### src/rtl/cu_control_decoder.sv
// Control-unit decoder: sequence state -> micro-ops, memory-read stall, retired-instruction count.
// Memory timeout watchdog and sticky bus_err are built only when CU_MEM_TIMEOUT_EN is defined.
module cu_control_decoder #(
  parameter int OPCODE_BITS = 2,
  parameter int N           = 4,
  parameter int TIMEOUT     = 15,
  parameter int CNT_BITS    = 16
) (
  input  logic                   clk,
  input  logic                   rst_n,
  input  logic [N-1:0]           state,
  input  logic [OPCODE_BITS-1:0] dr_hi,
  input  logic                   mem_ready,
  output logic                   cnt_load,
  output logic                   cnt_inc,
  output logic                   cnt_clr,
  output logic [OPCODE_BITS-1:0] cnt_opcode,
  output logic                   mem_rd,
  output logic                   ar_ld_pc,
  output logic                   ar_ld_dr,
  output logic                   pc_inc,
  output logic                   pc_ld,
  output logic                   dr_ld,
  output logic                   ir_ld,
  output logic                   ac_ld,
  output logic                   ac_inc,
  output logic                   alu_sel,
  output logic                   bus_err,
  output logic [CNT_BITS-1:0]    instr_count
);

  localparam logic [N-1:0] S_FETCH1 = N'(0);
  localparam logic [N-1:0] S_FETCH2 = N'(1);
  localparam logic [N-1:0] S_FETCH3 = N'(2);
  localparam logic [N-1:0] S_ADD1   = N'(3);
  localparam logic [N-1:0] S_ADD2   = N'(4);
  localparam logic [N-1:0] S_AND1   = N'(5);
  localparam logic [N-1:0] S_AND2   = N'(6);
  localparam logic [N-1:0] S_JMP1   = N'(7);
  localparam logic [N-1:0] S_INC1   = N'(8);

  if (TIMEOUT < 1) begin : g_timeout_range
    $error("TIMEOUT must be at least 1");
  end

  typedef enum logic {HS_RUN = 1'b0, HS_WAIT = 1'b1} hs_state_t;

  hs_state_t             r_hs;
  hs_state_t             w_hs_nxt;
  logic                  w_err;
  logic                  w_mem_state;
  logic                  w_retire;
  logic [CNT_BITS-1:0]   r_instr_count;

  assign w_mem_state = (state == S_FETCH2) || (state == S_ADD1) || (state == S_AND1);

  // Decode; everything is forced low in reset and after a bus error so the CPU halts.
  always_comb begin
    cnt_load   = 1'b0;
    cnt_inc    = 1'b0;
    cnt_clr    = 1'b0;
    cnt_opcode = '0;
    mem_rd     = 1'b0;
    ar_ld_pc   = 1'b0;
    ar_ld_dr   = 1'b0;
    pc_inc     = 1'b0;
    pc_ld      = 1'b0;
    dr_ld      = 1'b0;
    ir_ld      = 1'b0;
    ac_ld      = 1'b0;
    ac_inc     = 1'b0;
    alu_sel    = 1'b0;
    w_retire   = 1'b0;
    if (rst_n && !w_err) begin
      cnt_opcode = dr_hi;
      case (state)
        S_FETCH1: begin
          ar_ld_pc = 1'b1;
          cnt_inc  = 1'b1;
        end
        S_FETCH2: begin
          mem_rd = 1'b1;
          if (mem_ready) begin
            dr_ld   = 1'b1;
            pc_inc  = 1'b1;
            cnt_inc = 1'b1;
          end
        end
        S_FETCH3: begin
          ir_ld    = 1'b1;
          ar_ld_dr = 1'b1;
          cnt_load = 1'b1;
        end
        S_ADD1, S_AND1: begin
          mem_rd = 1'b1;
          if (mem_ready) begin
            dr_ld   = 1'b1;
            cnt_inc = 1'b1;
          end
        end
        S_ADD2: begin
          ac_ld    = 1'b1;
          cnt_clr  = 1'b1;
          w_retire = 1'b1;
        end
        S_AND2: begin
          ac_ld    = 1'b1;
          alu_sel  = 1'b1;
          cnt_clr  = 1'b1;
          w_retire = 1'b1;
        end
        S_JMP1: begin
          pc_ld    = 1'b1;
          cnt_clr  = 1'b1;
          w_retire = 1'b1;
        end
        S_INC1: begin
          ac_inc   = 1'b1;
          cnt_clr  = 1'b1;
          w_retire = 1'b1;
        end
        default: cnt_clr = 1'b1;
      endcase
    end
  end

  // WAIT needs no decode of its own: holding state is simply the absence of counter controls.
  always_comb begin
    w_hs_nxt = r_hs;
    case (r_hs)
      HS_RUN:  if (w_mem_state && !mem_ready && !w_err) w_hs_nxt = HS_WAIT;
      HS_WAIT: if (mem_ready || !w_mem_state || w_err) w_hs_nxt = HS_RUN;
      default: w_hs_nxt = HS_RUN;
    endcase
  end

  always_ff @(posedge clk) begin
    if (!rst_n) begin
      r_hs          <= HS_RUN;
      r_instr_count <= '0;
    end else begin
      r_hs <= w_hs_nxt;
      if (w_retire) r_instr_count <= r_instr_count + 1'b1;
    end
  end

`ifdef CU_MEM_TIMEOUT_EN
  localparam int WAIT_W = $clog2(TIMEOUT + 1);

  logic [WAIT_W-1:0] r_wait_cnt;
  logic              r_bus_err;

  // A ready in the final allowed cycle completes the read instead of erroring.
  always_ff @(posedge clk) begin
    if (!rst_n) begin
      r_wait_cnt <= '0;
      r_bus_err  <= 1'b0;
    end else if (mem_rd && !mem_ready) begin
      r_wait_cnt <= r_wait_cnt + 1'b1;
      if (r_wait_cnt == WAIT_W'(TIMEOUT - 1)) r_bus_err <= 1'b1;
    end else begin
      r_wait_cnt <= '0;
    end
  end

  assign w_err = r_bus_err;
`else
  assign w_err = 1'b0;
`endif

  assign bus_err     = rst_n & w_err;
  assign instr_count = rst_n ? r_instr_count : '0;

endmodule

### config.mk
export PLATFORM = sky130hd
export DESIGN_NAME = cu_control_decoder
export DESIGN_NICKNAME = d
export VERILOG_FILES = /design/src/rtl/cu_control_decoder.sv
export SDC_FILE = /design/constraint.sdc
export NUM_CORES = 1
export LEC_CHECK = 0
export ABC_CLOCK_PERIOD_IN_PS = 1910
export BUFFER_PORTS_ARGS = -buffer_cell sky130_fd_sc_hd__buf_2
export CAP_MARGIN = 20
export CORE_MARGIN = 10
export CORE_UTILIZATION = 47
export DETAILED_ROUTE_END_ITERATION = 10
export GPL_ROUTABILITY_DRIVEN = 0
export PLACE_DENSITY = 0.88
export SLEW_MARGIN = 10
export SYNTH_ARGS = -nofsm -noshare
export SYNTH_HDL_FRONTEND = slang
export SYNTH_SLANG_ARGS = --single-unit
### constraint.sdc
create_clock -name clk -period 1.91 [get_ports clk]
set_input_delay 0.191 -clock clk [delete_from_list [all_inputs] [get_ports clk]]
set_output_delay 0.191 -clock clk [all_outputs]
set_load 0.05 [all_outputs]
## Word level (Yosys, flattened, before mapping)

Index checks and enable logic that the tools add are counted.

| cells by class | value |
|---|---|
| $add $sub $neg | 1 |
| equality and inequality tests | 8 |
| multiplexer cells | 27 |
| reduce and logical (&&, ||, !) cells | 5 |

Operators with widths:

| operator | number |
|---|---|
| $mux W1 | 24 |
| $add A16 B1 Y16 const B | 1 |
| $eq A4 B3 Y1 const B | 4 |
| $mux W16 | 1 |
| $eq A4 B2 Y1 const B | 2 |
| $reduce_or A5 Y1 | 1 |
| $eq A4 B1 Y1 const B | 1 |
| $eq A4 B4 Y1 const B | 1 |
| $logic_not A4 Y1 | 1 |
| $reduce_or A4 Y1 | 1 |
| $reduce_or A3 Y1 | 1 |
| $mux W2 | 1 |
| $pmux W1 S2 | 1 |
| $reduce_or A2 Y1 | 1 |

| word-level totals | value |
|---|---|
| register bits after elaboration | 16 |
| bits of input ports | 9 |
| output and inout port bits | 32 |
| word-level logic and storage cells | 42 |

## Longest topological paths before layout

| logic depth | value |
|---|---|
| depth in word-level cells | 4 |
| gate-level depth with buffers | 7 |

## Worst setup path before layout

Ideal clock, no wire load.

| timing | value |
|---|---|
| kind | input to output |
| start | input port state[2] |
| end | output port cnt_inc |
| data arrival time | 2.369 ns |
| slack | -0.650 ns |
| stages | 3 |
| path buffers | 1 |
| path through | buf_6 -> nor4_1 -> or2_2 |

| between the ends | value |
|---|---|
| cells in the longest elaborated chain, start to end | 4 |
| elaborated cells on any way between the ends | 7 |
| classes of those cells | eq/ne: 3; mux: 2; reduce/logical: 2 |

RTL lines:

| what | line | source |
|---|---|---|
| from (decl) | 11 | `input logic [N-1:0] state,` |
| $eq A4 B1 Y1, or another cell as far along | 76 | `case (state)` |
| $reduce_or A3 Y1 (no line) | - |  |
| $pmux W1 S2 * | 76 |  |
| $mux W1 * | 74 | `if (rst_n && !w_err) begin` |
| to (decl) | 15 | `output logic cnt_inc,` |

Every way passes the cells marked *; elsewhere a longest branch is shown, timed or not.

## Worst setup path after layout

| timing | value |
|---|---|
| start | register r_instr_count[3] |
| end | register r_instr_count[8] |

| between the ends | value |
|---|---|
| cells in the longest elaborated chain, start to end | 1 |

RTL lines:

| what | line | source |
|---|---|---|
| from (decl) | 53 | `logic [CNT_BITS-1:0] r_instr_count;` |
| from (signal assigned) | 143 | `if (w_retire) r_instr_count <= r_instr_count + 1'b1;` |
| $add A16 B1 Y16 | 143 |  |

No other way between the ends.
A chain may end at the register's enable or synchronous reset.

==> run_results.csv <==
group,metric,value,unit
power,p_int,488.8,uW
sta,finalMaxSlewViolations,0,
sta,hold_violations,0,
yosys,ys_types,38,
status,outcome,"finished clean",
layout,nNetsFinal,179,
power,seqPwrFrac,0.491,
sta,max_slew.worst_pin.slew,774.2,ps
yosys,yosysTopAreaCell,"dfxtp_1",
die,chipHeight,67.18,um
die,die_w,67.18,um
die,die-area,0.004512,sq mm
sta,rsz0062_at_grt,"false",
sta,maxSlewHeadroom,0.4834,
yosys,syn_nets,143,
global_route,grt_pass1_vias,1017,
clock_network,path_clk_slew,90,ps
clock_network,clock_latency,290,ps
critical_path,r2r_cells,4,
layout,area_growth,22.73,%
critical_path,crit_cells,4,
sta,tns,0,ps
layout,layout-drive-gt1-share,0.3631,
yosys,ys_seq_elements,16,
clock_network,cts_tree,"yes",
detailed_routing,via_per_inst,5.480,
detailed_routing,drtAntennaViolNets,0,
critical_path,worst_r2r_endpoint,"r_instr_count[8]$_SDFFE_PN0P_",
clock_network,clkSinkCount,16,
power,powerDensity,541.1,mW/mm^2
yosys,synth_top_area_share,0.3062,
clock_network,htree_levels,1,
critical_path,worstPathCellList,"and3_1 -> nand3_1 -> nor3_1 -> mux2_2",
yosys,syn_area,0.001046,sq mm
global_route,grt_usage,0.1237,
clock_network,cts_buffers,3,
power,p_switching,205.8,uW
critical_path,r2r_start,"r_instr_count[3]$_SDFFE_PN0P_",
layout,multi_input_area,666.9,sq um
critical_path,cp.buffers_inverters,0,
global_route,grt_max_degree,22,
global_route,grt_pass1_wl,4512,um
critical_path,crit_family,"simple AND/OR/NAND/NOR gates",
die,row_count,17,
critical_path,cpMaxStageDelayCell,"dfxtp_1",
critical_path,cp-startpoint,"r_instr_count[3]$_SDFFE_PN0P_",
critical_path,slowest_delay,390,ps
clock_network,ctsHoldBuffers,0,
clock_network,cts_buffer_depth,2,
yosys,ys_warn_count,0,
yosys,async_flop_share,0,
layout,layout_common_cells,"39 x buf_2, 18 x and2_1, 16 x dfxtp_1",
critical_path,worstPathRequired,2100,ps
die,core_area,0.002170,sq mm
power,swShare,0.2963,
layout,seqCellArea,320.3,sq um
sta,setup_viol,0,
yosys,ys_seq_area_frac,0.3062,
detailed_routing,drt_iter0_markers,67,
critical_path,endpoint,"r_instr_count[8]$_SDFFE_PN0P_",
critical_path,cp_max_fo,6,
yosys,synth_flop_cell,"dfxtp_1",
sta,worst_clock_skew,1.338,ps
yosys,syn_inst,133,
sta,fin_crit_sh,0.8549,
detailed_routing,drc,0,
layout,largestRegisters,"r_instr_count x16",
detailed_routing,wl_per_cell,13.92,um
critical_path,cp-start-kind,"flop",
yosys,synthTopCellsByArea,"dfxtp_1 31%, and2_1 11%, mux2_2 5.4%",
die,pin_count,41,
power,max-vdd-ir-drop,0.0004679,V
power,pwr-share-clk,0.327,
job,maxCapViolations,0,
global_route,grt_overflow,0,
clock_network,cts-resized-gates,0,
placed_design,place_ws,75.11,ps
die,start_util,0.4821,
clock_network,root_buffer,"clkbuf_4",
power,power_frac_comb,0.182,
global_route,antenna_found_initial,0,
critical_path,critical_path_arrival,1820,ps
sta,setup_ws,277.1,ps
layout,largest-register,"r_instr_count",
yosys,avgSynthCellArea,7.865,sq um
clock_network,post-cts-setup-buffers,0,
layout,largest_register_ffs,16,
sta,max_freq,612.4,MHz
detailed_routing,firstDrtPassIters,4,
critical_path,r2r_slack,280,ps
placed_design,io_buffers,39,
detailed_routing,routed_wl,2728,um
yosys,synth-edff-count,0,
min_path,hold_path.class,"in2reg",
layout,layout_commonest_cell,"buf_2",
layout,antenna_cells,0,
detailed_routing,vias,1074,
critical_path,crit_type,"reg2reg",
critical_path,worstSetupEndpointType,"flop",
power,cellLeakagePower,0.6014,nW
sta,period_needed,1633,ps
layout,n_fill_cell,206,
placed_design,dp_hpwl,2095,um
==> stage by stage <==
stage               instances  utilization  hold slack [ps]  area, sq um  power (mW)
detailed placement        192       0.5750            471.8         1247      0.4749
CTS                       196       0.5917            287.5         1284      0.6990
global placement          192       0.5750            460.1         1247      0.4709
floorplan                 133            -            447.3         1064      0.4454
finish                    196       0.5917            285.2         1284      0.6946
global route              196       0.5917            322.3         1284      0.7179
==> power by group through the flow <==
stage	registers, mW	logic (mW)	clock network, mW
after floorplan	0.347	0.0980	0
after global placement	0.348	0.123	0
after detailed placement	0.349	0.126	0
after CTS	0.341	0.127	0.231
after global routing	0.342	0.138	0.238
final	0.341	0.127	0.227
==> worst min-delay path by stage <==
stage | slack, ps | cells after the start | start | to
2_1_floorplan | 450 | 2 | r_instr_count[15]$_SDFFE_PN0P_ | r_instr_count[15]$_SDFFE_PN0P_
3_3_place_gp | 460 | 2 | r_instr_count[15]$_SDFFE_PN0P_ | r_instr_count[15]$_SDFFE_PN0P_
3_5_place_dp | 470 | 2 | r_instr_count[15]$_SDFFE_PN0P_ | r_instr_count[15]$_SDFFE_PN0P_
4_1_cts | 290 | 3 | rst_n | r_instr_count[7]$_SDFFE_PN0P_
5_1_grt | 320 | 3 | rst_n | r_instr_count[7]$_SDFFE_PN0P_
6_report | 290 | 3 | rst_n | r_instr_count[7]$_SDFFE_PN0P_
==> cells in the mapped netlist (2+ instances only) <==
cell and instances:
clkbuf_1 3, nand3_1 10, buf_4 3, a21oi_1 8, nand2_1 2, nor4_1 2
nor3_1 3, and4_1 2, nor3b_1 2, inv_1 2, buf_1 2, and2_1 18
o31ai_1 3, o21ai_0 8, nor2_1 13, nand2b_1 3, buf_6 2, and3_1 3
or3_1 5, dfxtp_1 16, nand4_1 2, mux2_2 5
==> kinds of logic (layout without fill, tap and decap cells) <==
kind of cell,after synthesis,in the layout,share of synthesized area
other,1,1,0.003585
AO/OA/AOI/OAI,21,21,0.1208
AND/OR/NAND/NOR,74,74,0.4127
flip-flops,16,16,0.3062
adder cells (fa/ha/maj),1,1,0.01196
XOR/XNOR,1,1,0.008375
buffers and inverters,13,48,0.07296
multiplexers,6,6,0.06339
==> worst register-to-register path: stages, from the launching register on <==
cell,delay [ps]
dfxtp_1,390
and3_1,300
nand3_1,230
nor3_1,260
mux2_2,350
==> layout make-up <==
class                      count  share of cell area
clock buffer                   4             0.02827
inverter                       2            0.005848
multi-input combinational    104              0.5195
sequential                    16              0.2495
tap                           28             0.02729
timing repair buffer          42              0.1696
==> layer usage <==
metal | GRT usage | part of all wire | vias to the layer above
met2 | 0.2085 | 0.44 | 46
met3 | 0.04628 | 0.13 | 5
met4 | 0.05385 | 0.016 | 0
met5 | 0 | 0 | -
li1 | - | - | 534
met1 | 0.1365 | 0.42 | 489
No activity file was read; power rests on OpenSTA's default activity.
